[src/rtl/seg_pkg.sv]
// Shared definitions for the multiplexed seven-segment driver.
//   - Active-low glyph constants {g,f,e,d,c,b,a} for digits 0-9, blank and dash
//   - Converter FSM state type
//   - Helpers: decimal digit -> glyph, largest value displayable on N digits
package seg_pkg;

    localparam logic [6:0] GLYPH_0     = 7'b1000000;
    localparam logic [6:0] GLYPH_1     = 7'b1111001;
    localparam logic [6:0] GLYPH_2     = 7'b0100100;
    localparam logic [6:0] GLYPH_3     = 7'b0110000;
    localparam logic [6:0] GLYPH_4     = 7'b0011001;
    localparam logic [6:0] GLYPH_5     = 7'b0010010;
    localparam logic [6:0] GLYPH_6     = 7'b0000010;
    localparam logic [6:0] GLYPH_7     = 7'b1111000;
    localparam logic [6:0] GLYPH_8     = 7'b0000000;
    localparam logic [6:0] GLYPH_9     = 7'b0010000;
    localparam logic [6:0] GLYPH_BLANK = 7'b1111111;
    localparam logic [6:0] GLYPH_DASH  = 7'b0111111;

    typedef enum logic [1:0] {
        CONV_IDLE,
        CONV_SHIFT,
        CONV_COMMIT
    } conv_state_e;

    // Non-decimal nibbles cannot occur after a valid conversion; show blank.
    function automatic logic [6:0] digit_glyph(input logic [3:0] d);
        logic [6:0] g;
        case (d)
            4'd0:    g = GLYPH_0;
            4'd1:    g = GLYPH_1;
            4'd2:    g = GLYPH_2;
            4'd3:    g = GLYPH_3;
            4'd4:    g = GLYPH_4;
            4'd5:    g = GLYPH_5;
            4'd6:    g = GLYPH_6;
            4'd7:    g = GLYPH_7;
            4'd8:    g = GLYPH_8;
            4'd9:    g = GLYPH_9;
            default: g = GLYPH_BLANK;
        endcase
        return g;
    endfunction

    // 10^digits - 1, evaluated at elaboration time.
    function automatic longint unsigned max_display_value(input int unsigned digits);
        longint unsigned p;
        p = 1;
        for (int unsigned i = 0; i < digits; i++) begin
            p = p * 10;
        end
        return p - 1;
    endfunction

endpackage

[src/rtl/bin2bcd_seq.sv]
// Sequential double-dabble binary-to-BCD converter.
//   clk, rst_n : clock, asynchronous active-low reset
//   start      : accept bin (only acted on while idle)
//   bin        : unsigned binary input
//   busy       : conversion in progress (not idle)
//   done       : one-cycle pulse while bcd/ovf hold the finished result
//   bcd        : BCD scratch, NUM_DIGITS nibbles, nibble 0 least significant
//   ovf        : captured value does not fit in NUM_DIGITS decimal digits
module bin2bcd_seq
    import seg_pkg::*;
#(
    parameter int unsigned DATA_W     = 14,
    parameter int unsigned NUM_DIGITS = 4
) (
    input  logic                    clk,
    input  logic                    rst_n,
    input  logic                    start,
    input  logic [DATA_W-1:0]       bin,
    output logic                    busy,
    output logic                    done,
    output logic [4*NUM_DIGITS-1:0] bcd,
    output logic                    ovf
);

    localparam int unsigned BCD_W   = 4 * NUM_DIGITS;
    localparam int unsigned CNT_W   = $clog2(DATA_W);
    localparam logic [63:0] MAX_VAL = max_display_value(NUM_DIGITS);

    conv_state_e       state_q, state_d;
    logic [DATA_W-1:0] sr_q, sr_d;
    logic [BCD_W-1:0]  scratch_q, scratch_d;
    logic [BCD_W-1:0]  adj;
    logic [CNT_W-1:0]  cnt_q, cnt_d;
    logic              ovf_q, ovf_d;
    logic              over_range;
    logic              last_iter;

    assign over_range = 64'(bin) > MAX_VAL;
    assign last_iter  = cnt_q == CNT_W'(DATA_W - 1);

    // State register
    always_ff @(posedge clk or negedge rst_n) begin
        if (!rst_n) begin
            state_q <= CONV_IDLE;
        end else begin
            state_q <= state_d;
        end
    end

    // Next-state logic
    always_comb begin
        state_d = state_q;
        case (state_q)
            CONV_IDLE: begin
                if (start) begin
                    state_d = over_range ? CONV_COMMIT : CONV_SHIFT;
                end
            end
            CONV_SHIFT: begin
                if (last_iter) begin
                    state_d = CONV_COMMIT;
                end
            end
            CONV_COMMIT: state_d = CONV_IDLE;
            default:     state_d = CONV_IDLE;
        endcase
    end

    // Outputs
    always_comb begin
        busy = state_q != CONV_IDLE;
        done = state_q == CONV_COMMIT;
    end

    assign bcd = scratch_q;
    assign ovf = ovf_q;

    // One double-dabble iteration: correct nibbles >= 5, then shift in the
    // next input MSB. The top bit falls off; overflowing inputs never get here.
    always_comb begin
        adj = scratch_q;
        for (int unsigned i = 0; i < NUM_DIGITS; i++) begin
            if (scratch_q[4*i +: 4] >= 4'd5) begin
                adj[4*i +: 4] = scratch_q[4*i +: 4] + 4'd3;
            end
        end
    end

    always_comb begin
        sr_d      = sr_q;
        scratch_d = scratch_q;
        cnt_d     = cnt_q;
        ovf_d     = ovf_q;
        case (state_q)
            CONV_IDLE: begin
                if (start) begin
                    sr_d      = bin;
                    scratch_d = '0;
                    cnt_d     = '0;
                    ovf_d     = over_range;
                end
            end
            CONV_SHIFT: begin
                scratch_d = BCD_W'({adj, sr_q[DATA_W-1]});
                sr_d      = sr_q << 1;
                cnt_d     = cnt_q + 1'b1;
            end
            default: ;
        endcase
    end

    always_ff @(posedge clk or negedge rst_n) begin
        if (!rst_n) begin
            sr_q      <= '0;
            scratch_q <= '0;
            cnt_q     <= '0;
            ovf_q     <= 1'b0;
        end else begin
            sr_q      <= sr_d;
            scratch_q <= scratch_d;
            cnt_q     <= cnt_d;
            ovf_q     <= ovf_d;
        end
    end

endmodule

[src/rtl/seven_segment_scan.sv]
// Multiplexed common-anode seven-segment driver with BCD conversion.
//   clk, rst_n : clock, asynchronous active-low reset
//   in_valid   : in_data valid; accepted when in_ready is high
//   in_data    : unsigned binary value to display
//   in_ready   : converter idle
//   blank_lz   : blank leading zeros (digit 0 always shown)
//   blink_mask : per-digit blink enable, bit 0 = least significant digit
//   DISPLAY    : registered active-low segments {g,f,e,d,c,b,a}
//   DIGIT      : registered active-low one-hot anode select, MSB = MSD
module seven_segment_scan
    import seg_pkg::*;
#(
    parameter int unsigned NUM_DIGITS = 4,
    parameter int unsigned DATA_W     = 14,
    parameter int unsigned SCAN_DIV   = 100000,
    parameter int unsigned BLINK_DIV  = 25000000
) (
    input  logic                  clk,
    input  logic                  rst_n,
    input  logic                  in_valid,
    input  logic [DATA_W-1:0]     in_data,
    output logic                  in_ready,
    input  logic                  blank_lz,
    input  logic [NUM_DIGITS-1:0] blink_mask,
    output logic [6:0]            DISPLAY,
    output logic [NUM_DIGITS-1:0] DIGIT
);

    localparam int unsigned BCD_W  = 4 * NUM_DIGITS;
    localparam int unsigned DIV_W  = $clog2(SCAN_DIV);
    localparam int unsigned BLK_W  = $clog2(BLINK_DIV);
    localparam int unsigned SLOT_W = (NUM_DIGITS > 1) ? $clog2(NUM_DIGITS) : 1;

    logic             start;
    logic             conv_busy;
    logic             conv_done;
    logic [BCD_W-1:0] conv_bcd;
    logic             conv_ovf;

    assign in_ready = ~conv_busy;
    assign start    = in_valid & ~conv_busy;

    bin2bcd_seq #(
        .DATA_W     (DATA_W),
        .NUM_DIGITS (NUM_DIGITS)
    ) u_conv (
        .clk   (clk),
        .rst_n (rst_n),
        .start (start),
        .bin   (in_data),
        .busy  (conv_busy),
        .done  (conv_done),
        .bcd   (conv_bcd),
        .ovf   (conv_ovf)
    );

    // Display register, loaded on the converter's commit cycle
    logic [BCD_W-1:0] disp_bcd_q, disp_bcd_d;
    logic             disp_ovf_q, disp_ovf_d;

    always_comb begin
        disp_bcd_d = disp_bcd_q;
        disp_ovf_d = disp_ovf_q;
        if (conv_done) begin
            disp_bcd_d = conv_bcd;
            disp_ovf_d = conv_ovf;
        end
    end

    // Refresh divider and slot index
    logic [DIV_W-1:0]  div_q, div_d;
    logic              slot_tick;
    logic [SLOT_W-1:0] slot_q, slot_d;

    assign slot_tick = div_q == DIV_W'(SCAN_DIV - 1);

    always_comb begin
        div_d  = slot_tick ? '0 : div_q + 1'b1;
        slot_d = slot_q;
        if (slot_tick) begin
            slot_d = (slot_q == SLOT_W'(NUM_DIGITS - 1)) ? '0 : slot_q + 1'b1;
        end
    end

    // Free-running blink phase
    logic [BLK_W-1:0] blk_cnt_q, blk_cnt_d;
    logic             blink_q, blink_d;

    always_comb begin
        blk_cnt_d = blk_cnt_q + 1'b1;
        blink_d   = blink_q;
        if (blk_cnt_q == BLK_W'(BLINK_DIV - 1)) begin
            blk_cnt_d = '0;
            blink_d   = ~blink_q;
        end
    end

    // lz_vec[i]: digit i and every more-significant digit are zero (never digit 0)
    logic [NUM_DIGITS-1:0] lz_vec;

    always_comb begin
        lz_vec = '0;
        for (int unsigned i = 1; i < NUM_DIGITS; i++) begin
            lz_vec[i] = 1'b1;
            for (int unsigned j = i; j < NUM_DIGITS; j++) begin
                if (disp_bcd_q[4*j +: 4] != 4'd0) begin
                    lz_vec[i] = 1'b0;
                end
            end
        end
    end

    // Slot k drives digit NUM_DIGITS-1-k (most significant first)
    logic [NUM_DIGITS-1:0] anode;
    logic [3:0]            sel_nib;
    logic                  sel_blink;
    logic                  sel_lz;
    logic [6:0]            glyph;

    always_comb begin
        anode     = '1;
        sel_nib   = '0;
        sel_blink = 1'b0;
        sel_lz    = 1'b0;
        for (int unsigned i = 0; i < NUM_DIGITS; i++) begin
            if (slot_q == SLOT_W'(NUM_DIGITS - 1 - i)) begin
                anode[i]  = 1'b0;
                sel_nib   = disp_bcd_q[4*i +: 4];
                sel_blink = blink_mask[i];
                sel_lz    = lz_vec[i];
            end
        end
    end

    always_comb begin
        if (disp_ovf_q) begin
            glyph = GLYPH_DASH;
        end else if (blink_q && sel_blink) begin
            glyph = GLYPH_BLANK;
        end else if (blank_lz && sel_lz) begin
            glyph = GLYPH_BLANK;
        end else begin
            glyph = digit_glyph(sel_nib);
        end
    end

    // Anode and segments load together so they never disagree for a cycle
    logic [NUM_DIGITS-1:0] digit_q, digit_d;
    logic [6:0]            display_q, display_d;

    always_comb begin
        digit_d   = digit_q;
        display_d = display_q;
        if (slot_tick) begin
            digit_d   = anode;
            display_d = glyph;
        end
    end

    always_ff @(posedge clk or negedge rst_n) begin
        if (!rst_n) begin
            disp_bcd_q <= '0;
            disp_ovf_q <= 1'b0;
            div_q      <= '0;
            slot_q     <= '0;
            blk_cnt_q  <= '0;
            blink_q    <= 1'b0;
            digit_q    <= '1;
            display_q  <= GLYPH_BLANK;
        end else begin
            disp_bcd_q <= disp_bcd_d;
            disp_ovf_q <= disp_ovf_d;
            div_q      <= div_d;
            slot_q     <= slot_d;
            blk_cnt_q  <= blk_cnt_d;
            blink_q    <= blink_d;
            digit_q    <= digit_d;
            display_q  <= display_d;
        end
    end

    assign DIGIT   = digit_q;
    assign DISPLAY = display_q;

endmodule

[config.mk]
export PLATFORM = sky130hd
export DESIGN_NAME = seven_segment_scan
export DESIGN_NICKNAME = d
export VERILOG_FILES = /design/src/rtl/seg_pkg.sv /design/src/rtl/bin2bcd_seq.sv /design/src/rtl/seven_segment_scan.sv
export SDC_FILE = /design/constraint.sdc
export NUM_CORES = 1
export LEC_CHECK = 0
export CORE_MARGIN = 3
export CORE_UTILIZATION = 55
export DETAILED_ROUTE_END_ITERATION = 7
export DONT_BUFFER_PORTS = 1
export PLACE_DENSITY = 0.79
export SYNTH_ARGS = -nofsm -noshare
export SYNTH_HDL_FRONTEND = slang
export SYNTH_HIERARCHICAL = 1
export SYNTH_SLANG_ARGS = --single-unit
[constraint.sdc]
create_clock -name clk -period 6.76 [get_ports clk]
set_clock_uncertainty 0.15 [all_clocks]
set_input_delay 2.028 -clock clk [delete_from_list [all_inputs] [get_ports clk]]
set_output_delay 2.028 -clock clk [all_outputs]
set_load 0.01 [all_outputs]
==> flow_metrics.env, run 1 <==
export IMPL_status="finished clean"
export IMPL_postRouteAntennaNets=0
export IMPL_nNetsFinal=570
export IMPL_worstHoldPathType="register to register"
export IMPL_drv_slew=0
export IMPL_regArea_um2=2770
export IMPL_port_buffer_count=0
export IMPL_io_pins=34
export IMPL_synth_area_um2=5560
export IMPL_cts_hold_buf=0
export IMPL_post_place_ws_ns=3.20
export IMPL_htree_levels=3
export IMPL_crit_path_start_kind="register"
export IMPL_max_freq_mhz=274
export IMPL_grt_pass1_vias=3987
export IMPL_cts_made_buffers=9
export IMPL_peakVddDrop_mv=0.213
export IMPL_yosys_warnings=6
export IMPL_drv_cap=0
export IMPL_cp_startpoint="u_conv/state_q[0]"
export IMPL_relSlewSlack=0.281
export IMPL_rsz0062_at_grt="false"
export IMPL_post_route_min_period_ns=3.65
export IMPL_finalHoldViolations=0
export IMPL_drive_above_1_share=0.110
export IMPL_holdCritStartpoint="blk_cnt_q[4]"
export IMPL_gr_total_overflow=0
export IMPL_finalCritPeriodShare=0.540
export IMPL_synthesis_nets=580
export IMPL_clockBufferDepth=2
export IMPL_drt_pass1_iterations=5
export IMPL_worst_slew_pin_slew_ns=1.08
export IMPL_clock_sinks=110
export IMPL_rows=36
export IMPL_cp_arrival_ns=1.47
export IMPL_synth_cells=541
export IMPL_place_detailed_hpwl_um=7280
export IMPL_ys_seq_area_frac=0.498
export IMPL_multi_input_area_um2=2570
export IMPL_fill_cells=851
export IMPL_core_um2=9820
export IMPL_yosysUniqueCellTypes=66
export IMPL_path_clk_slew_ns=0.12
export IMPL_crit_type="register to output pin"
export IMPL_drt_total_wl_um=10500
export IMPL_grt_pass1_wl_um=18500
export IMPL_grt_start_max_net_pins=111
export IMPL_die_area_um2=11300
export IMPL_power_density_nw_per_um2=315
export IMPL_gp_congestion=0.800
export IMPL_dieHeight_um=107
export IMPL_cts_root_buffer="clkbuf_8"
export IMPL_setup_ws_ns=3.11
export IMPL_cts_resized=0
export IMPL_power_w=0.00183
export IMPL_die_x_um=107
export IMPL_post_cts_repair_setup_buffers=0
export IMPL_critPathRequiredTime_ns=4.58
export IMPL_diodes=0
export IMPL_setup_viol=0
export IMPL_drtIter0Drc=244
export IMPL_synthFlopType="dfrtp_1"
export IMPL_cts_tree="yes"
export IMPL_synthArstFlopShare=1.00
export IMPL_crit_fanout=20
export IMPL_via_per_inst=5.89
export IMPL_area_growth_pct=4.34
export IMPL_antenna_found_initial=0
export IMPL_drc=0
export IMPL_initial_core_util=0.566
export IMPL_clk_insertion_delay_late_ns=0.38
export IMPL_grt_total_usage=0.198
export IMPL_rr_startpoint="slot_q[0]"
export IMPL_wl_per_cell_um=15.7
export IMPL_vias=3943
export IMPL_cellLeakagePower_nw=2.50
export IMPL_synth_area_per_cell_um2=10.3
export IMPL_end_kind="output pin"
export IMPL_tns_ns=0
export IMPL_synth_edf_count=0
export IMPL_ys_ff_latch=110
[Yosys cell counts, types with 3 or more instances]
| master | number | area share |
|---|---|---|
| xnor2_1 | 25 | 0.039 |
| mux2i_1 | 3 | 0.0054 |
| a22oi_1 | 8 | 0.011 |
| o311ai_0 | 4 | 0.0063 |
| and3_1 | 12 | 0.014 |
| nand4_1 | 9 | 0.010 |
| o2111ai_1 | 8 | 0.013 |
| o21ai_0 | 32 | 0.029 |
| ha_1 | 17 | 0.038 |
| o221ai_1 | 4 | 0.0063 |
| and2_1 | 5 | 0.0056 |
| o31ai_1 | 6 | 0.0081 |
| a32o_1 | 4 | 0.0072 |
| mux2_2 | 14 | 0.028 |
| clkbuf_1 | 5 | 0.0034 |
| o21a_1 | 4 | 0.0054 |
| dfrtp_1 | 99 | 0.45 |
| a21oi_1 | 13 | 0.012 |
| buf_4 | 3 | 0.0041 |
| or3_1 | 3 | 0.0034 |
| nor3_1 | 5 | 0.0045 |
| nor4_1 | 4 | 0.0045 |
| nand3_1 | 20 | 0.018 |
| xor2_1 | 15 | 0.024 |
| a31oi_1 | 7 | 0.0079 |
| nor2_1 | 39 | 0.026 |
| and4_1 | 4 | 0.0063 |
| inv_1 | 28 | 0.019 |
| nand2_1 | 55 | 0.037 |
| o32ai_1 | 3 | 0.0047 |
| nor2b_1 | 15 | 0.017 |
| dfstp_2 | 11 | 0.052 |
| buf_2 | 13 | 0.012 |
| nand2b_1 | 4 | 0.0045 |
[final cells by class]
cell class,count,share of cell area
flip-flops and latches,110,0.477
multi-input cells,380,0.442
well taps,133,0.0287
clock buffers,10,0.0220
inverters,28,0.0181
clock inverters,6,0.00928
repair buffers,2,0.00259
[registers in the layout, indices dropped and copies added, names as in the netlist]
| name | count |
|---|---|
| blk_cnt_q | 25 |
| div_q | 17 |
| disp_bcd_q | 16 |
| u_conv/bcd | 16 |
| u_conv/sr_q | 14 |
| DISPLAY | 7 |
| DIGIT | 4 |
| u_conv/cnt_q | 4 |
| slot_q | 2 |
| u_conv/state_q | 2 |
| blink_q | 1 |
| disp_ovf_q | 1 |
| u_conv/ovf | 1 |
[worst paths after layout]
path | depth (start not counted) | slack [ns] | end
min reg2reg | 1 | 0.33 | blk_cnt_q[4]
min | 1 | 0.33 | blk_cnt_q[4]
max | 2 | 3.11 | in_ready
max in group asynchronous | 0 | 5.01 | DISPLAY[3]
min in group asynchronous | 0 | 1.17 | u_conv/sr_q[2]
max reg2reg | 10 | 3.90 | DISPLAY[5]
[placed cells by master (no fill, tap or decap), types with 8 or more instances in the layout]
cell type	count
a21oi_1	13
a22oi_1	8
and3_1	12
clkbuf_8	9
dfrtp_1	99
dfstp_2	11
ha_1	17
inv_1	28
mux2_2	14
nand2_1	55
nand3_1	20
nand4_1	9
nor2_1	39
nor2b_1	15
o2111ai_1	8
o21ai_0	32
xnor2_1	25
xor2_1	15
[where the power goes]
group / switching (W) / internal (W)
registers: 0.000123 / 0.000783
clock network: 0.000236 / 0.000141
logic: 0.000316 / 0.000228
total: 0.000675 / 0.00115
[through the flow]
stage	util	std cells	instance area [um2]	hold WS [ns]
floorplan	-	541	5560	0.287
global placement	0.572	653	5620	0.306
detailed placement	0.572	653	5620	0.323
CTS	0.591	669	5800	0.340
global route	0.591	669	5800	0.354
finish	0.591	669	5800	0.332
[logic make-up after synthesis]
family                   share of synthesized area
XOR/XNOR                                    0.0630
adder cells (fa/ha/maj)                     0.0383
AO/OA/AOI/OAI                                0.147
AND/OR/NAND/NOR                              0.179
buffers and inverters                       0.0407
multiplexers                                0.0338
flip-flops                                   0.498
[per-layer routing]
metal  vias to the layer above  GRT usage  share of wire
met5                         -          0              0
met4                         0     0.0658          0.018
met3                        18     0.0370          0.041
met2                        78      0.324           0.49
met1                      1950      0.268           0.45
li1                       1897          -              -
[critical path: stages (launching register included)]
cell,delay (ns)
dfrtp_1,0.59
or2_2,0.39
inv_1,0.10
Power figures use the tool's default switching activity.
==> run 2: changes to the inputs <==
--- a/config.mk
+++ b/config.mk
@@ -9,7 +9,7 @@
 export CORE_UTILIZATION = 55
 export DETAILED_ROUTE_END_ITERATION = 7
 export DONT_BUFFER_PORTS = 1
-export PLACE_DENSITY = 0.79
+export PLACE_DENSITY = 0.82
 export SYNTH_ARGS = -nofsm -noshare
 export SYNTH_HDL_FRONTEND = slang
 export SYNTH_HIERARCHICAL = 1
==> constraint.sdc (replaced) <==
create_clock -name clk -period 3.3 [get_ports clk]
set_clock_uncertainty 0.15 [all_clocks]
set_input_delay 0.99 -clock clk [delete_from_list [all_inputs] [get_ports clk]]
set_output_delay 0.99 -clock clk [all_outputs]
set_load 0.01 [all_outputs]
==> run 2 against run 1 <==
Effect of this change: total power grew 100%; combinational power grew 110%; critical path depth grew 8; design area shrank 0.32%; via count shrank 0.48%; first-iteration DRC count shrank 25%; register-to-register slack lost 3.3 ns; wire length grew 2.0%.
==> flow_metrics.env, run 2 (synthesis results as in run 1) <==
export IMPL_utilization=0.589
export IMPL_power_frac_clock=0.188
export IMPL_die_area_um2=11300
export IMPL_cts_hold_buf=0
export IMPL_rr_startpoint="slot_q[0]"
export IMPL_cts_resized=0
export IMPL_fill_cells=865
export IMPL_place_inst=654
export IMPL_finalCritPeriodShare=0.829
export IMPL_diodes=0
export IMPL_largest_reg_flops=25
export IMPL_cts_root_buffer="clkbuf_8"
export IMPL_cts_tree="yes"
export IMPL_via_per_inst=5.86
export IMPL_worstHoldPathType="input pin to asynchronous set/reset pin"
export IMPL_crit_type="register to register"
export IMPL_dpl_cell_area_um2=5630
export IMPL_antenna_found_initial=0
export IMPL_p_sw_w=0.00133
export IMPL_rsz0062_at_grt="false"
export IMPL_p_comb_frac=0.306
export IMPL_area_growth_pct=4.01
export IMPL_max_flop_register="blk_cnt_q"
export IMPL_drtIter0Drc=182
export IMPL_cp_startpoint="slot_q[0]"
export IMPL_rows=36
export IMPL_place_detailed_hpwl_um=7450
export IMPL_critPathRequiredTime_ns=3.46
export IMPL_end_kind="register"
export IMPL_crit_path_start_kind="register"
export IMPL_max_freq_mhz=366
export IMPL_clock_sinks=110
export IMPL_endpoint="DISPLAY[5]"
export IMPL_p_seq_frac=0.505
export IMPL_r2r_cells=10
export IMPL_dieHeight_um=107
export IMPL_post_cts_repair_setup_buffers=0
export IMPL_drive_above_1_share=0.104
export IMPL_layout_commonest_cell="dfrtp_1"
export IMPL_nNetsFinal=571
export IMPL_tns_ns=0
export IMPL_worst_slew_pin_slew_ns=1.04
export IMPL_drt_pass1_iterations=4
export IMPL_postRouteAntennaNets=0
export IMPL_ff2ff_setup_slack_ns=0.56
export IMPL_path_clk_slew_ns=0.09
export IMPL_cts_made_buffers=9
export IMPL_finalHoldViolations=0
export IMPL_core_um2=9820
export IMPL_final_instance_count_excl_fill=670
export IMPL_die_x_um=107
export IMPL_peakVddDrop_mv=0.465
export IMPL_gr_total_overflow=0
export IMPL_fin_area_um2=5780
export IMPL_cp_arrival_ns=2.89
export IMPL_io_pins=34
export IMPL_vias=3924
export IMPL_status="finished clean"
export IMPL_switching_share=0.362
export IMPL_grt_pass1_vias=4044
export IMPL_initial_core_util=0.566
export IMPL_clockBufferDepth=2
export IMPL_clk_insertion_delay_late_ns=0.37
export IMPL_port_buffer_count=0
export IMPL_cellLeakagePower_nw=2.49
export IMPL_power_density_nw_per_um2=637
export IMPL_drv_slew=0
export IMPL_drt_total_wl_um=10700
export IMPL_grt_pass1_wl_um=19000
export IMPL_setup_viol=0
export IMPL_post_route_min_period_ns=2.74
export IMPL_drv_cap=0
export IMPL_wl_per_cell_um=16.0
export IMPL_drc=0
export IMPL_layout_common_cells="dfrtp_1, nand2_1, nor2_1"
export IMPL_power_w=0.00368
export IMPL_relSlewSlack=0.307
export IMPL_htree_levels=3
export IMPL_p_int_w=0.00235
export IMPL_crit_fanout=9
export IMPL_gp_congestion=0.851
export IMPL_r2r_end="DISPLAY[5]"
export IMPL_top_regs="blk_cnt_q: 25 flops, div_q: 17 flops"
export IMPL_grt_start_max_net_pins=111
export IMPL_grt_total_usage=0.205
run 2: changes by cell type in the layout (fill, tap and decap cells not counted):
cell | before | now
inv_8 | 1 | 0
buf_4 | 2 | 3
clkinv_4 | 2 | 0
inv_6 | 2 | 0
clkinv_2 | 0 | 1
clkbuf_1 | 1 | 5
run 2: power by group through the flow:
stage / Combinational [W] / Sequential, W / Clock, W
detailed placement: 0.00112 / 0.00188 / 0
global placement: 0.00106 / 0.00186 / 0
global route: 0.00129 / 0.00190 / 0.000771
floorplan: 0.000999 / 0.00176 / 0
finish: 0.00113 / 0.00186 / 0.000694
CTS: 0.00113 / 0.00186 / 0.000719
run 2: critical path, cell delays in order, from the launching register on:
cell and delay, ns:
dfrtp_1 0.42, inv_1 0.12, ha_1 0.39, nor2b_4 0.09, a221oi_1 0.35, o21bai_2 0.25
inv_1 0.08, ha_1 0.20, o21ai_0 0.21, a21oi_1 0.06, o32a_1 0.33
run 2: stage by stage:
| step | hold slack, ns | worst slack (ns) |
|---|---|---|
| after global routing | 0.124 | 0.392 |
| after global placement | 0.307 | 0.752 |
| after floorplan | 0.287 | 0.962 |
| final | 0.153 | 0.564 |
| after detailed placement | 0.326 | 0.605 |
| after CTS | 0.139 | 0.583 |
run 2: routing by layer:
metal / routed length, um / up-vias / part of all wire / GRT usage
met3: 479 / 17 / 0.045 / 0.0607
met2: 5170 / 69 / 0.48 / 0.337
met4: 155 / 0 / 0.014 / 0.0511
met1: 4900 / 1937 / 0.46 / 0.270
li1: - / 1901 / - / -
met5: 0 / - / 0 / 0
run 2: worst min path at each step:
stage / start / to / cells after the start
2_1_floorplan: u_conv/cnt_q[3] / u_conv/cnt_q[3] / 1
3_3_place_gp: u_conv/cnt_q[3] / u_conv/cnt_q[3] / 1
3_5_place_dp: blk_cnt_q[4] / blk_cnt_q[4] / 1
4_1_cts: rst_n / u_conv/cnt_q[2] / 0
5_1_grt: rst_n / u_conv/bcd[12] / 0
6_report: rst_n / u_conv/bcd[12] / 0
run 2: cell type report:
class	count	area, um2	area share
clock buffer	14	143	0.0247
clock inverter	2	12.5	0.00216
inverter	28	105	0.0182
multi-input combinational	380	2570	0.444
sequential	110	2770	0.478
tap	133	166	0.0288
timing repair buffer	3	22.5	0.00390
